==> src/rtl/icache_refill_pkg.sv <==
// Shared types and helpers for the I-cache AXI refill engine.
// The structs describe the default-width configuration of the engine.
package icache_refill_pkg;

  localparam int unsigned DefPlenWidth = 56;
  localparam int unsigned DefTidWidth  = 2;
  localparam int unsigned DefLineWidth = 128;

  localparam logic [1:0] AXI_BURST_INCR = 2'b01;

  typedef struct packed {
    logic [DefPlenWidth-1:0] paddr;
    logic                    nc;
    logic [DefTidWidth-1:0]  tid;
  } refill_req_t;

  typedef struct packed {
    logic [DefTidWidth-1:0]  tid;
    logic [DefLineWidth-1:0] data;
    logic                    err;
  } refill_rtrn_t;

  typedef struct packed {
    logic [63:0] addr;
    logic [7:0]  len;
  } ar_cmd_t;

  // Cacheable misses fetch the whole line; nc misses fetch just the addressed beat.
  function automatic ar_cmd_t refill_ar_cmd(input logic [63:0] paddr, input logic nc,
                                            input int unsigned line_bytes,
                                            input int unsigned beat_bytes);
    ar_cmd_t     cmd;
    logic [63:0] mask;
    mask     = nc ? 64'(beat_bytes - 1) : 64'(line_bytes - 1);
    cmd.addr = paddr & ~mask;
    cmd.len  = nc ? 8'd0 : 8'(line_bytes / beat_bytes - 1);
    return cmd;
  endfunction

endpackage

==> src/rtl/icache_refill_slot.sv <==
// One outstanding refill: tracks tag, kill and error state and assembles the line
// from R beats addressed to this slot.
module icache_refill_slot #(
  parameter int unsigned AxiDataWidth = 64,
  parameter int unsigned LineWidth    = 128,
  parameter int unsigned TidWidth     = 2
) (
  input  logic                    clk_i,
  input  logic                    rst_ni,
  input  logic                    flush_i,
  input  logic                    alloc_i,
  input  logic                    alloc_nc_i,
  input  logic [TidWidth-1:0]     alloc_tid_i,
  input  logic                    beat_valid_i,
  input  logic [AxiDataWidth-1:0] beat_data_i,
  input  logic                    beat_err_i,
  input  logic                    beat_last_i,
  output logic                    busy_o,
  output logic                    done_o,
  output logic [TidWidth-1:0]     tid_o,
  output logic [LineWidth-1:0]    line_o,
  output logic                    err_o
);
  localparam int unsigned Beats    = LineWidth / AxiDataWidth;
  localparam int unsigned CntWidth = $clog2(Beats + 1);

  logic                 busy_q, busy_d, kill_q, kill_d, nc_q, nc_d, err_q, err_d;
  logic [TidWidth-1:0]  tid_q, tid_d;
  logic [CntWidth-1:0]  cnt_q, cnt_d, last_idx;
  logic [LineWidth-1:0] buf_q, buf_d;
  logic                 beat, room;

  always_comb begin
    busy_d   = busy_q;
    kill_d   = kill_q;
    nc_d     = nc_q;
    err_d    = err_q;
    tid_d    = tid_q;
    cnt_d    = cnt_q;
    buf_d    = buf_q;
    beat     = beat_valid_i & busy_q;
    last_idx = nc_q ? '0 : CntWidth'(Beats - 1);
    room     = (cnt_q <= last_idx);
    if (alloc_i) begin
      busy_d = 1'b1;
      kill_d = 1'b0;
      nc_d   = alloc_nc_i;
      tid_d  = alloc_tid_i;
      err_d  = 1'b0;
      cnt_d  = '0;
      buf_d  = '0;
    end else begin
      if (flush_i && busy_q) kill_d = 1'b1;
      if (beat) begin
        err_d = err_q | beat_err_i;
        // Beats past the burst length are dropped and the counter saturates.
        if (room) begin
          for (int w = 0; w < int'(Beats); w++) begin
            if (cnt_q == CntWidth'(w)) buf_d[w*AxiDataWidth +: AxiDataWidth] = beat_data_i;
          end
          cnt_d = cnt_q + CntWidth'(1);
        end
        if (beat_last_i) busy_d = 1'b0;
      end
    end
  end

  always_ff @(posedge clk_i) begin
    if (!rst_ni) begin
      busy_q <= 1'b0;
      kill_q <= 1'b0;
      nc_q   <= 1'b0;
      err_q  <= 1'b0;
      tid_q  <= '0;
      cnt_q  <= '0;
      buf_q  <= '0;
    end else begin
      busy_q <= busy_d;
      kill_q <= kill_d;
      nc_q   <= nc_d;
      err_q  <= err_d;
      tid_q  <= tid_d;
      cnt_q  <= cnt_d;
      buf_q  <= buf_d;
    end
  end

  assign busy_o = busy_q;
  assign done_o = beat & beat_last_i & ~kill_q & ~flush_i;
  assign tid_o  = tid_q;
  assign line_o = buf_d;
  assign err_o  = err_d;

endmodule

==> src/rtl/icache_axi_refill_adapter.sv <==
// I-cache miss to AXI4 read adapter with several outstanding refills, reassembled per
// AXI ID so responses may return out of order or interleaved.
module icache_axi_refill_adapter
  import icache_refill_pkg::*;
#(
  parameter int unsigned AxiAddrWidth   = 64,
  parameter int unsigned AxiDataWidth   = 64,
  parameter int unsigned AxiIdWidth     = 4,
  parameter int unsigned LineWidth      = 128,
  parameter int unsigned PlenWidth      = 56,
  parameter int unsigned TidWidth       = 2,
  parameter int unsigned NumOutstanding = 2
) (
  input  logic                    clk_i,
  input  logic                    rst_ni,
  input  logic                    flush_i,
  output logic                    busy_o,
  input  logic                    req_valid_i,
  output logic                    req_ready_o,
  input  logic [PlenWidth-1:0]    req_paddr_i,
  input  logic                    req_nc_i,
  input  logic [TidWidth-1:0]     req_tid_i,
  output logic                    rtrn_valid_o,
  output logic [TidWidth-1:0]     rtrn_tid_o,
  output logic [LineWidth-1:0]    rtrn_data_o,
  output logic                    rtrn_err_o,
  output logic                    spurious_o,
  output logic                    ar_valid_o,
  input  logic                    ar_ready_i,
  output logic [AxiAddrWidth-1:0] ar_addr_o,
  output logic [7:0]              ar_len_o,
  output logic [2:0]              ar_size_o,
  output logic [1:0]              ar_burst_o,
  output logic [AxiIdWidth-1:0]   ar_id_o,
  input  logic                    r_valid_i,
  output logic                    r_ready_o,
  input  logic [AxiIdWidth-1:0]   r_id_i,
  input  logic [AxiDataWidth-1:0] r_data_i,
  input  logic [1:0]              r_resp_i,
  input  logic                    r_last_i
);
  localparam int unsigned BeatBytes = AxiDataWidth / 8;
  localparam int unsigned LineBytes = LineWidth / 8;
  localparam int unsigned SlotIdxW  = (NumOutstanding > 1) ? $clog2(NumOutstanding) : 1;

  logic [NumOutstanding-1:0] slot_busy, slot_done, slot_alloc, slot_beat, slot_err;
  logic [TidWidth-1:0]       slot_tid  [NumOutstanding];
  logic [LineWidth-1:0]      slot_line [NumOutstanding];

  logic                    ar_valid_q, ar_valid_d;
  logic [AxiAddrWidth-1:0] ar_addr_q, ar_addr_d;
  logic [7:0]              ar_len_q, ar_len_d;
  logic [AxiIdWidth-1:0]   ar_id_q, ar_id_d;
  logic                    rtrn_valid_q, rtrn_valid_d, rtrn_err_q, rtrn_err_d;
  logic [TidWidth-1:0]     rtrn_tid_q, rtrn_tid_d;
  logic [LineWidth-1:0]    rtrn_data_q, rtrn_data_d;
  logic                    spurious_q, spurious_d;

  logic                any_free, accept;
  logic [SlotIdxW-1:0] free_idx;
  logic [63:0]         paddr_ext;
  ar_cmd_t             cmd;
  logic                unused_resp;

  always_comb begin
    any_free = 1'b0;
    free_idx = '0;
    for (int s = int'(NumOutstanding) - 1; s >= 0; s--) begin
      if (!slot_busy[s]) begin
        any_free = 1'b1;
        free_idx = SlotIdxW'(s);
      end
    end
    req_ready_o = any_free & (~ar_valid_q | ar_ready_i);
    accept      = req_valid_i & req_ready_o;
    for (int s = 0; s < int'(NumOutstanding); s++) begin
      slot_alloc[s] = accept && (free_idx == SlotIdxW'(s));
      slot_beat[s]  = r_valid_i && (r_id_i == AxiIdWidth'(s));
    end

    paddr_ext                  = '0;
    paddr_ext[PlenWidth-1:0]   = req_paddr_i;
    cmd                        = refill_ar_cmd(paddr_ext, req_nc_i, LineBytes, BeatBytes);
    // A new request may load the AR register in the same cycle the old one handshakes.
    ar_valid_d = ar_valid_q & ~ar_ready_i;
    ar_addr_d  = ar_addr_q;
    ar_len_d   = ar_len_q;
    ar_id_d    = ar_id_q;
    if (accept) begin
      ar_valid_d = 1'b1;
      ar_addr_d  = cmd.addr[AxiAddrWidth-1:0];
      ar_len_d   = cmd.len;
      ar_id_d    = AxiIdWidth'(free_idx);
    end

    spurious_d   = r_valid_i & ~|(slot_beat & slot_busy);
    rtrn_valid_d = |slot_done;
    rtrn_tid_d   = rtrn_tid_q;
    rtrn_data_d  = rtrn_data_q;
    rtrn_err_d   = rtrn_err_q;
    for (int s = 0; s < int'(NumOutstanding); s++) begin
      if (slot_done[s]) begin
        rtrn_tid_d  = slot_tid[s];
        rtrn_data_d = slot_line[s];
        rtrn_err_d  = slot_err[s];
      end
    end
  end

  for (genvar g = 0; g < NumOutstanding; g++) begin : gen_slot
    icache_refill_slot #(
      .AxiDataWidth(AxiDataWidth),
      .LineWidth   (LineWidth),
      .TidWidth    (TidWidth)
    ) u_slot (
      .clk_i       (clk_i),
      .rst_ni      (rst_ni),
      .flush_i     (flush_i),
      .alloc_i     (slot_alloc[g]),
      .alloc_nc_i  (req_nc_i),
      .alloc_tid_i (req_tid_i),
      .beat_valid_i(slot_beat[g]),
      .beat_data_i (r_data_i),
      .beat_err_i  (r_resp_i[1]),
      .beat_last_i (r_last_i),
      .busy_o      (slot_busy[g]),
      .done_o      (slot_done[g]),
      .tid_o       (slot_tid[g]),
      .line_o      (slot_line[g]),
      .err_o       (slot_err[g])
    );
  end

  always_ff @(posedge clk_i) begin
    if (!rst_ni) begin
      ar_valid_q   <= 1'b0;
      ar_addr_q    <= '0;
      ar_len_q     <= '0;
      ar_id_q      <= '0;
      rtrn_valid_q <= 1'b0;
      rtrn_tid_q   <= '0;
      rtrn_data_q  <= '0;
      rtrn_err_q   <= 1'b0;
      spurious_q   <= 1'b0;
    end else begin
      ar_valid_q   <= ar_valid_d;
      ar_addr_q    <= ar_addr_d;
      ar_len_q     <= ar_len_d;
      ar_id_q      <= ar_id_d;
      rtrn_valid_q <= rtrn_valid_d;
      rtrn_tid_q   <= rtrn_tid_d;
      rtrn_data_q  <= rtrn_data_d;
      rtrn_err_q   <= rtrn_err_d;
      spurious_q   <= spurious_d;
    end
  end

  assign unused_resp  = r_resp_i[0];
  assign busy_o       = |slot_busy | ar_valid_q;
  assign ar_valid_o   = ar_valid_q;
  assign ar_addr_o    = ar_addr_q;
  assign ar_len_o     = ar_len_q;
  assign ar_size_o    = 3'($clog2(BeatBytes));
  assign ar_burst_o   = AXI_BURST_INCR;
  assign ar_id_o      = ar_id_q;
  assign r_ready_o    = 1'b1;
  assign rtrn_valid_o = rtrn_valid_q;
  assign rtrn_tid_o   = rtrn_tid_q;
  assign rtrn_data_o  = rtrn_data_q;
  assign rtrn_err_o   = rtrn_err_q;
  assign spurious_o   = spurious_q;

endmodule

==> config.mk <==
export PLATFORM = sky130hd
export DESIGN_NAME = icache_axi_refill_adapter
export DESIGN_NICKNAME = d
export VERILOG_FILES = /design/src/rtl/icache_refill_pkg.sv /design/src/rtl/icache_refill_slot.sv /design/src/rtl/icache_axi_refill_adapter.sv
export SDC_FILE = /design/constraint.sdc
export NUM_CORES = 1
export LEC_CHECK = 0
export ABC_CLOCK_PERIOD_IN_PS = 4700
export CORE_MARGIN = 3
export CORE_UTILIZATION = 50
export CTS_CLUSTER_SIZE = 8
export DETAILED_ROUTE_END_ITERATION = 10
export HOLD_SLACK_MARGIN = 0.08
export PLACE_DENSITY = 0.79
export RECOVER_POWER = 100
export SYNTH_ARGS = -nofsm -noshare
export SYNTH_HDL_FRONTEND = slang
export SYNTH_HIERARCHICAL = 1
export SYNTH_SLANG_ARGS = --single-unit
==> constraint.sdc <==
create_clock -name clk_i -period 4.7 [get_ports clk_i]
set_input_delay 0.705 -clock clk_i [delete_from_list [all_inputs] [get_ports clk_i]]
set_output_delay 0.705 -clock clk_i [all_outputs]
set_load 0.02 [all_outputs]
==> impl_results.md <==
- Hpwl dp: 38800 um
- H-tree depth: 3
- Reg2reg setup slack: 0.98 ns
- I/O pin cnt: 354
- Total wire length: 63300 um
- Hold Buf Count CTS: 0
- Top-area cell type share of the netlist area: 37.8%
- CP Launch Type: flop
- CTS tree: built
- Vias in the first global route: 19659
- Leading area contributor after synthesis: dfxtp_1
- CP Data Required Time: 5.19 ns
- Unrepaired setup endpoints after global routing: false
- Syn Std Cell Area: 0.0244 sq mm
- Site Rows: 80
- Die Wd: 227 um
- Commonest non-fill, non-tap cell in the layout: mux2i_1
- CP endpoint kind: flop
- Layout net count: 3109
- Clock sink count: 461
- Setup TNS: 0 ns
- Max Cap Viol: 3
- Clk slew on worst S/H paths: 0.05 ns
- Core area: 0.0480 sq mm
- Worst Hold End: ar_addr_o[9]
- Count of flip-flops with a built-in enable after synthesis: 0
- Final Instance Area: 0.0293 sq mm
- Die Footprint: 0.0515 sq mm
- Setup bufs post-CTS: 0
- R2r startpoint: gen_slot[0].u_slot/busy_o
- Violation count after the first detailed-routing iteration: 1069
- Dpl cells: 3513
- Yosys warnings: 6
- Post-synthesis to final-layout area growth: 20.1%
- Leak: 12.2 nW
- F_max: 269 MHz
- # fillers: 4079
- Asr flop ratio synth: 0%
- Slew @ Worst Pin: 1.95 ns
- Wirelength per Cell: 17.6 um
- Kind of critical path: flop to flop
- Skew final: 0.0209 ns
- Commonest cells after routing, fill and taps aside: 705 x mux2i_1, 630 x nand2_1, 461 x dfxtp_1
- Max-slew headroom: -29.8%
- Later-pin clock latency in the skew report: 0.58 ns
- Count of input and output buffers: 322
- Resized cells post-CTS: 0
- All-Layer GR Usage: 24.0%
- Failing checks: max-capacitance violations, max-slew violations
- Final hold violation count: 0
- Drt drc: 0
- Die Y: 227 um
- Netlist cell types: 34
- CTS root buf: clkbuf_16
- Routed via count: 19307
- Final Non-Filler Cells: 3595
- Hold Crit Depth: 2
- Flop and latch count out of synthesis: 461
- Worst min path class: flop to flop
- Top post-synthesis cells by area: dfxtp_1 38%, mux2i_1 29%, nand2b_1 9.9%, nand2_1 9.7%, and2_1 3.4%
- Critical path arrival: 4.20 ns
- Status: complete, but fails checks
- Register area share after synthesis: 37.8%
- FF-to-FF path depth: 7
- Post-DP Area: 0.0275 sq mm
- Initial Util: 50.8%
- GPL Wtd Cong: 0.787
- Routed vias/inst: 5.37
- Power density cells: 308 mW/mm^2
- Total iterations of the first detailed-routing run: 5
- Post-route minimum period: 3.72 ns
- Setup violators final: 0
- GRT overflow: 0
- Final Cycle Share: 79.0%
- Global-route wire length before repair: 101000 um
- Max clock buf depth: 3
- Slew Viols, Final: 177
- Cells after Synth: 2775
- CTS buffer count: 67
- Initial antenna violation count: 10
- Worst reg2reg endpoint: gen_slot[1].u_slot/buf_q[0]
- Syn avg cell area: 8.80 sq um
- Primary FF master, synth: dfxtp_1
- Largest net degree at the start of global routing: 200
- CP max FO: 80
- Maximum vdd ir drop: 0.000194 V
- Final ANT Viol Nets: 0
- Hold_sp: ar_addr_o[9]
- Layout cell share with drive strength beyond 1: 3.87%
- Post-layout util: 61.0%
[Yosys cell counts, types with 7 or more instances]
cell type,count
dfxtp_1,461
buf_6,16
nand2_1,630
nand2b_1,387
buf_4,62
buf_2,66
a21oi_1,8
nor2b_1,11
mux2i_1,705
o21ai_0,131
nand4_1,7
clkbuf_1,101
nor2_1,9
and2_1,131
buf_1,10
[where the power goes]
| group | switching (mW) | internal, mW |
|---|---|---|
| Combinational | 0.447 | 0.331 |
| Clock | 1.68 | 2.60 |
| Sequential | 0.0273 | 3.96 |
| Total | 2.15 | 6.89 |
[sequential cells by signal (all words and copies together), names as in the netlist]
register / cells
ar_addr_o: 53
ar_id_o: 1
ar_len_o: 1
ar_valid_o: 1
gen_slot.u_slot/buf_q: 256
gen_slot.u_slot/busy_o: 2
gen_slot.u_slot/cnt_q: 4
gen_slot.u_slot/err_q: 2
gen_slot.u_slot/kill_q: 2
gen_slot.u_slot/nc_q: 2
gen_slot.u_slot/tid_o: 4
rtrn_data_o: 128
rtrn_err_o: 1
rtrn_tid_o: 2
rtrn_valid_o: 1
spurious_o: 1
[cells by family (layout without fill, tap and decap cells)]
| logic type | count (synthesis) | after routing | share of synthesized area [%] |
|---|---|---|---|
| simple gates | 1195 | 1195 | 24.2 |
| mux | 706 | 706 | 28.9 |
| flops | 461 | 461 | 37.8 |
| buf+inv | 261 | 435 | 5.79 |
| compound gates | 144 | 144 | 3.00 |
| fa+ha+maj | 6 | 6 | 0.307 |
| other cells | 2 | 33 | 0.0307 |
[per-layer routing]
metal | global-route usage [%] | routed length, um | up-vias
met3 | 5.78 | 4080 | 105
met4 | 7.94 | 1480 | 8
met2 | 41.6 | 30900 | 508
met1 | 29.5 | 26800 | 9247
li1 | - | - | 9439
met5 | 0 | 52 | -
[worst max path at each step]
| stage | start | end | depth (start not counted) |
|---|---|---|---|
| finish | gen_slot[0].u_slot/busy_o | gen_slot[1].u_slot/buf_q[0] | 7 |
| global route | gen_slot[0].u_slot/busy_o | gen_slot[1].u_slot/buf_q[0] | 7 |
| CTS | r_id_i[1] | rtrn_data_o[64] | 11 |
| detailed placement | r_id_i[1] | rtrn_data_o[68] | 11 |
| global placement | r_id_i[1] | rtrn_data_o[64] | 11 |
| floorplan | ar_ready_i | rtrn_data_o[89] | 13 |
[per-stage QoR]
step | power (mW) | hold WS, ns | setup slack, ns
after floorplan | 4.55 | 0.435 | 2.11
after global placement | 4.82 | 0.442 | 0.958
after detailed placement | 4.85 | 0.447 | 0.959
after CTS | 9.18 | 0.455 | 1.53
after global routing | 9.39 | 0.465 | 0.759
final | 9.04 | 0.452 | 0.985
[layout make-up]
cell class,instances,area [sq um],share of cell area [%]
multi-input cells,2078,13900,47.4
inverters,6,22.5,0.0768
diodes,6,15.0,0.0512
flip-flops and latches,461,9230,31.5
well taps,615,769,2.62
repair buffers,353,3580,12.2
clock buffers,71,1740,5.95
clock inverters,5,58.8,0.200
[critical path, cell delays in order (launching register included)]
cell	delay (ns)
dfxtp_1	0.71
nand2_1	0.15
and3_1	0.23
and3b_4	0.28
nor2b_1	1.45
buf_12	0.41
nand2_1	0.14
mux2i_1	0.18
No activity file was read; power rests on OpenSTA's default activity.
